### config.mk
export PLATFORM = sky130hd
export DESIGN_NAME = fetch_ctrl
export DESIGN_NICKNAME = d
export VERILOG_FILES = /design/src/rtl/fetch_ctrl.sv
export SDC_FILE = /design/constraint.sdc
export NUM_CORES = 1
export LEC_CHECK = 0
export ABC_AREA = 1
export CAP_MARGIN = 20
export CORE_MARGIN = 2
export CORE_UTILIZATION = 38
export CTS_CLUSTER_DIAMETER = 120
export DETAILED_ROUTE_END_ITERATION = 10
export HOLD_SLACK_MARGIN = 0.15
export PLACE_DENSITY = 0.69
export SLEW_MARGIN = 20
export SYNTH_ARGS = -nofsm -noshare
export SYNTH_HDL_FRONTEND = slang
export SYNTH_SLANG_ARGS = --single-unit
### constraint.sdc
create_clock -name clk -period 1.66 [get_ports clk]
set_input_delay 0.166 -clock clk [delete_from_list [all_inputs] [get_ports clk]]
set_output_delay 0.166 -clock clk [all_outputs]
set_load 0.01 [all_outputs]
### src/rtl/fetch_ctrl.sv
// fetch_ctrl -- instruction-fetch sequencer for the 4-stage pipeline.
//
// Owns the program counter that addresses the instruction memory and
// registers each fetched instruction into the IF/ID pipeline register.
// Handles decode stalls, jumps resolved from IF/ID, later-stage redirects
// and program halt.
//
// Ports:
//   clk          system clock, rising edge
//   reset        asynchronous active-low reset
//   instr_in     instruction read combinationally from memory at pc_out
//   stall        hazard stall from decode; holds PC and IF/ID
//   redir_valid  redirect request from a later stage
//   redir_pc     redirect target (low log2(DEPTH) bits used)
//   pc_out       current fetch address
//   ifid_instr   IF/ID instruction
//   ifid_pc      PC of ifid_instr
//   ifid_valid   IF/ID holds a live instruction
//   halted       halt instruction has retired from IF/ID
//
// States:
//   state  | meaning
//   S_IDLE | one wait cycle after reset release while memory finishes loading
//   S_RUN  | normal fetch, priority redirect > stall > halt > jump > fetch
//   S_HALT | halt retired; everything frozen until reset

module fetch_ctrl #(
  parameter int DEPTH = 32
) (
  input  logic       clk,
  input  logic       reset,
  input  logic [7:0] instr_in,
  input  logic       stall,
  input  logic       redir_valid,
  input  logic [7:0] redir_pc,
  output logic [7:0] pc_out,
  output logic [7:0] ifid_instr,
  output logic [7:0] ifid_pc,
  output logic       ifid_valid,
  output logic       halted
);

  localparam logic [7:0] PC_MASK  = 8'(DEPTH - 1);
  localparam logic [7:0] HALT_OP  = 8'hFF;

  typedef enum logic [1:0] {
    S_IDLE = 2'd0,
    S_RUN  = 2'd1,
    S_HALT = 2'd2
  } state_t;

  state_t     state_q, state_d;
  logic [7:0] pc_q, pc_d;
  logic [7:0] instr_q, instr_d;
  logic [7:0] ipc_q, ipc_d;
  logic       valid_q, valid_d;
  logic       halted_q, halted_d;

  logic       ifid_is_halt;
  logic       ifid_is_jump;
  logic [7:0] jump_target;
  logic [7:0] redir_target;
  logic [7:0] pc_inc;

  // Decode of the instruction currently sitting in IF/ID. 8'hFF shares the
  // jump opcode, so halt has to be excluded from the jump test.
  assign ifid_is_halt = valid_q && (instr_q == HALT_OP);
  assign ifid_is_jump = valid_q && (instr_q[7:6] == 2'b11) && (instr_q != HALT_OP);

  assign jump_target  = {2'b00, instr_q[5:0]} & PC_MASK;
  assign redir_target = redir_pc & PC_MASK;
  assign pc_inc       = (pc_q + 8'd1) & PC_MASK;

  always_ff @(posedge clk or negedge reset) begin
    if (!reset) begin
      state_q  <= S_IDLE;
      pc_q     <= 8'd0;
      instr_q  <= 8'd0;
      ipc_q    <= 8'd0;
      valid_q  <= 1'b0;
      halted_q <= 1'b0;
    end else begin
      state_q  <= state_d;
      pc_q     <= pc_d;
      instr_q  <= instr_d;
      ipc_q    <= ipc_d;
      valid_q  <= valid_d;
      halted_q <= halted_d;
    end
  end

  always_comb begin
    state_d  = state_q;
    pc_d     = pc_q;
    instr_d  = instr_q;
    ipc_d    = ipc_q;
    valid_d  = valid_q;
    halted_d = halted_q;

    unique case (state_q)
      S_IDLE: begin
        // No fetch in the wait cycle; stall and redirect are ignored.
        state_d = S_RUN;
        valid_d = 1'b0;
      end

      S_RUN: begin
        if (redir_valid) begin
          // Redirect wins over stall and over any jump/halt waiting in IF/ID.
          pc_d    = redir_target;
          valid_d = 1'b0;
        end else if (stall) begin
          // Hold everything; a jump or halt in IF/ID resolves after release.
        end else if (ifid_is_halt) begin
          state_d  = S_HALT;
          halted_d = 1'b1;
          valid_d  = 1'b0;
        end else if (ifid_is_jump) begin
          // Dropping valid squashes the fall-through fetched this cycle.
          pc_d    = jump_target;
          valid_d = 1'b0;
        end else begin
          instr_d = instr_in;
          ipc_d   = pc_q;
          valid_d = 1'b1;
          pc_d    = pc_inc;
        end
      end

      S_HALT: begin
        valid_d  = 1'b0;
        halted_d = 1'b1;
      end

      default: begin
        state_d = S_IDLE;
      end
    endcase
  end

  assign pc_out     = pc_q;
  assign ifid_instr = instr_q;
  assign ifid_pc    = ipc_q;
  assign ifid_valid = valid_q;
  assign halted     = halted_q;

endmodule

==> metrics.yaml <==
route:
  via_per_inst: 4.628
  routed_wirelength_microns: 2664
  wl_per_cell_microns: 11.53
  drc: 0
  ant_nets: 0
  vias: 1069
  initialDrtViolationCount: 35
  firstDrtPassIters: 4
flow_run:
  cap_violations: 0
critical_path:
  cp-end-kind: "output pin"
  crit_chain: "clkdlybuf4s50_1"
  crit_path_start_kind: "flip-flop"
  cp_slowest_stage_delay_ns: 0.59
  worstPathRequired_ns: 1.49
  ff2ff_path_depth: 3
  worst-setup-path-type: "flip-flop to output pin"
  arrival_ns: 1.42
  crit_fanout: 8
  cpMaxStageDelayCell: "clkdlybuf4s50_1"
  reg2reg_from: "ifid_instr[7]"
  cp.buffers_inverters: 1
  r2r_setup_slack_ns: 0.22
  timing.rr.end: "ifid_instr[3]"
  crit_family: "buffers and inverters"
synthesis:
  synth_edf_count: 0
  yosysTopAreaCell: "dfrtp_1"
  synthMuxAreaShare_pct: 0
  syn-cell-area_sq_um: 1220
  async_flop_share_pct: 100.0
  synth_compound_area_share_pct: 12.72
  ys.flop_type: "dfrtp_1"
  yosysSeqAreaShare_pct: 45.13
  synthTopCellsByCount: "43 x nand2_1, 22 x dfrtp_1, 15 x inv_1"
  synth_top_area_share_pct: 45.13
  yosysMostFrequentCell: "nand2_1"
  synth_xor_area_share_pct: 0.7179
  synth_area_leaders: "dfrtp_1 45%, nand2_1 13%, o21ai_2 10%"
  ys.warnings.count: 0
  synth_top_family_by_area: "simple AND/OR/NAND/NOR gates"
  synth_cells: 148
  synth_simple_gate_area_share_pct: 28.82
  synthAdderAreaFrac_pct: 1.026
  syn-mean-instance-area_sq_um: 8.243
  ys_ff_latch: 22
  synthDistinctLibCells: 22
grt:
  grt.met2_usage_pct: 26.88
  grt.overflow.total: 0
  grtUsageMet1_pct: 18.45
  grt_max_degree: 28
  grt_antenna_before_repair: 0
  grt_pass1_vias: 955
  grt_pass1_wl_microns: 4126
  grtUsageTotal_pct: 15.00
  busiest_layer: "met2"
  use_met3_pct: 2.985
sta:
  worstMarginPinSlew_ns: 0.8222
  hold_viol_final: 0
  final_max_slew_viol_count: 0
  fin_setup_tns_ns: 0
  fmax_ghz: 0.6320
  rsz0062_at_grt: "no"
  setup_violations: 0
  post-route-period-util_pct: 95.32
  whs_ns: 0.1864
  min_period_ns: 1.582
  max_slew_margin_pct: 45.18
  fin_skew_ns: 0.009566
layout:
  diodes: 0
  seq_area_sq_um: 550.5
  drive_above_1_share_pct: 17.11
  multiInputGateArea_sq_um: 559.3
  syn2layout_area_growth_pct: 34.77
  fin_area_sq_um: 1644
  post-route-util_pct: 53.85
  nFillCells: 316
  final_nets: 209
pwr:
  seqPwrFrac_pct: 47.5
  power_density_nw_per_um2: 886.0
  comb_power_share_pct: 31.9
  clockPowerShare_pct: 20.6
  ir_drop_mv: 0.3957
  p_sw_share_pct: 32.10
  p_leak_uw: 0.0007695
  power_switching_uw: 467.6
  intPower_uw: 989.1
clocking:
  clk_path_buf_depth: 2
  cts_setup_buffers: 0
  clkLatencyLatePin_ns: 0.31
  numClockSinks: 22
  cts_resized: 0
  cts_tree: "yes"
  htreeDepth: 1
  path_clk_slew_ns: 0.13
  cts_root_buf: "clkbuf_4"
  cts_hold_buf: 0
  cts_buffers: 3
place:
  io_buffer_count: 36
  gp_congestion: 0.8179
  dp_hpwl_microns: 1969
  place_area_sq_um: 1599
die:
  floorplan.initialDensity_pct: 39.96
  die_x_microns: 60.66
  num_rows: 20
  core-area_sq_um: 3053
  dieArea_sq_um: 3680
  fp.dieH_microns: 60.66
  io_pins: 46
status:
  outcome: "finished clean"
min_path:
  hold_path_class: "primary input to async pin"
## cell usage in the layout (no fill, tap or decap), drive strengths merged
master / instances
nor2: 15
clkdlybuf4s50: 36
nand4: 3
o21ai: 17
nand3: 12
ha: 1
inv: 16
or2: 1
a31oi: 1
xor2: 1
nand2: 47
conb: 6
nor3: 1
a21oi: 1
dfrtp: 22
buf: 3
clkbuf: 4
## layer usage
metal  part of all wire, %  up-vias  wire length (microns)
li1                      -      536                      -
met1                    44      494                   1166
met2                    50       37                   1338
met3                   5.7        2                    151
met4                  0.30        0                      8
met5                     0        -                      0
## cells by family after synthesis
family,Yosys count
XOR/XNOR,1
adder cells (fa/ha/maj),1
flip-flops,22
buffers and inverters,26
other,1
AND/OR/NAND/NOR,79
AO/OA/AOI/OAI,18
## per-stage QoR
stage / worst slack [ns] / std cells / total power, uW
finish: 0.07772 / 231 / 1457
global route: 0.002858 / 231 / 1552
CTS: 0.07480 / 230 / 1465
detailed placement: 0.1014 / 226 / 1165
global placement: 0.1473 / 226 / 1154
floorplan: 0.4785 / 153 / 934.4
## power groups by stage
stage	registers, uW	logic (uW)	clock network, uW
2_1_floorplan	714	220	0
3_5_place_dp	701	464	0
5_1_grt	703	518	330
4_1_cts	691	466	307
6_report	692	465	300
3_3_place_gp	699	455	0
## flip-flops by register name, indices dropped and copies added, names as in the netlist
| signal | count |
|---|---|
| ifid_instr | 8 |
| pc_out | 5 |
| halted | 1 |
| state_q | 2 |
| ifid_pc | 5 |
| ifid_valid | 1 |
## worst max path at each step
stage,start,end,slack [ns],cells past startpoint
floorplan,ifid_instr[6],halted,0.48,7
global placement,redir_valid,ifid_pc[3],0.15,5
detailed placement,ifid_valid,ifid_valid,0.10,3
CTS,ifid_valid,ifid_valid,0.07,3
global route,pc_out[2],pc_out[2],0.003,1
finish,pc_out[2],pc_out[2],0.08,1
## area by class of cell
class | instances | share of cell area (%)
Timing Repair Buffer | 39 | 23.29
Multi-Input combinational cell | 106 | 34.02
Inverter | 16 | 3.653
Sequential cell | 22 | 33.49
Tap cell | 44 | 3.349
Clock buffer | 4 | 2.207
No activity file was read; power rests on OpenSTA's default activity.
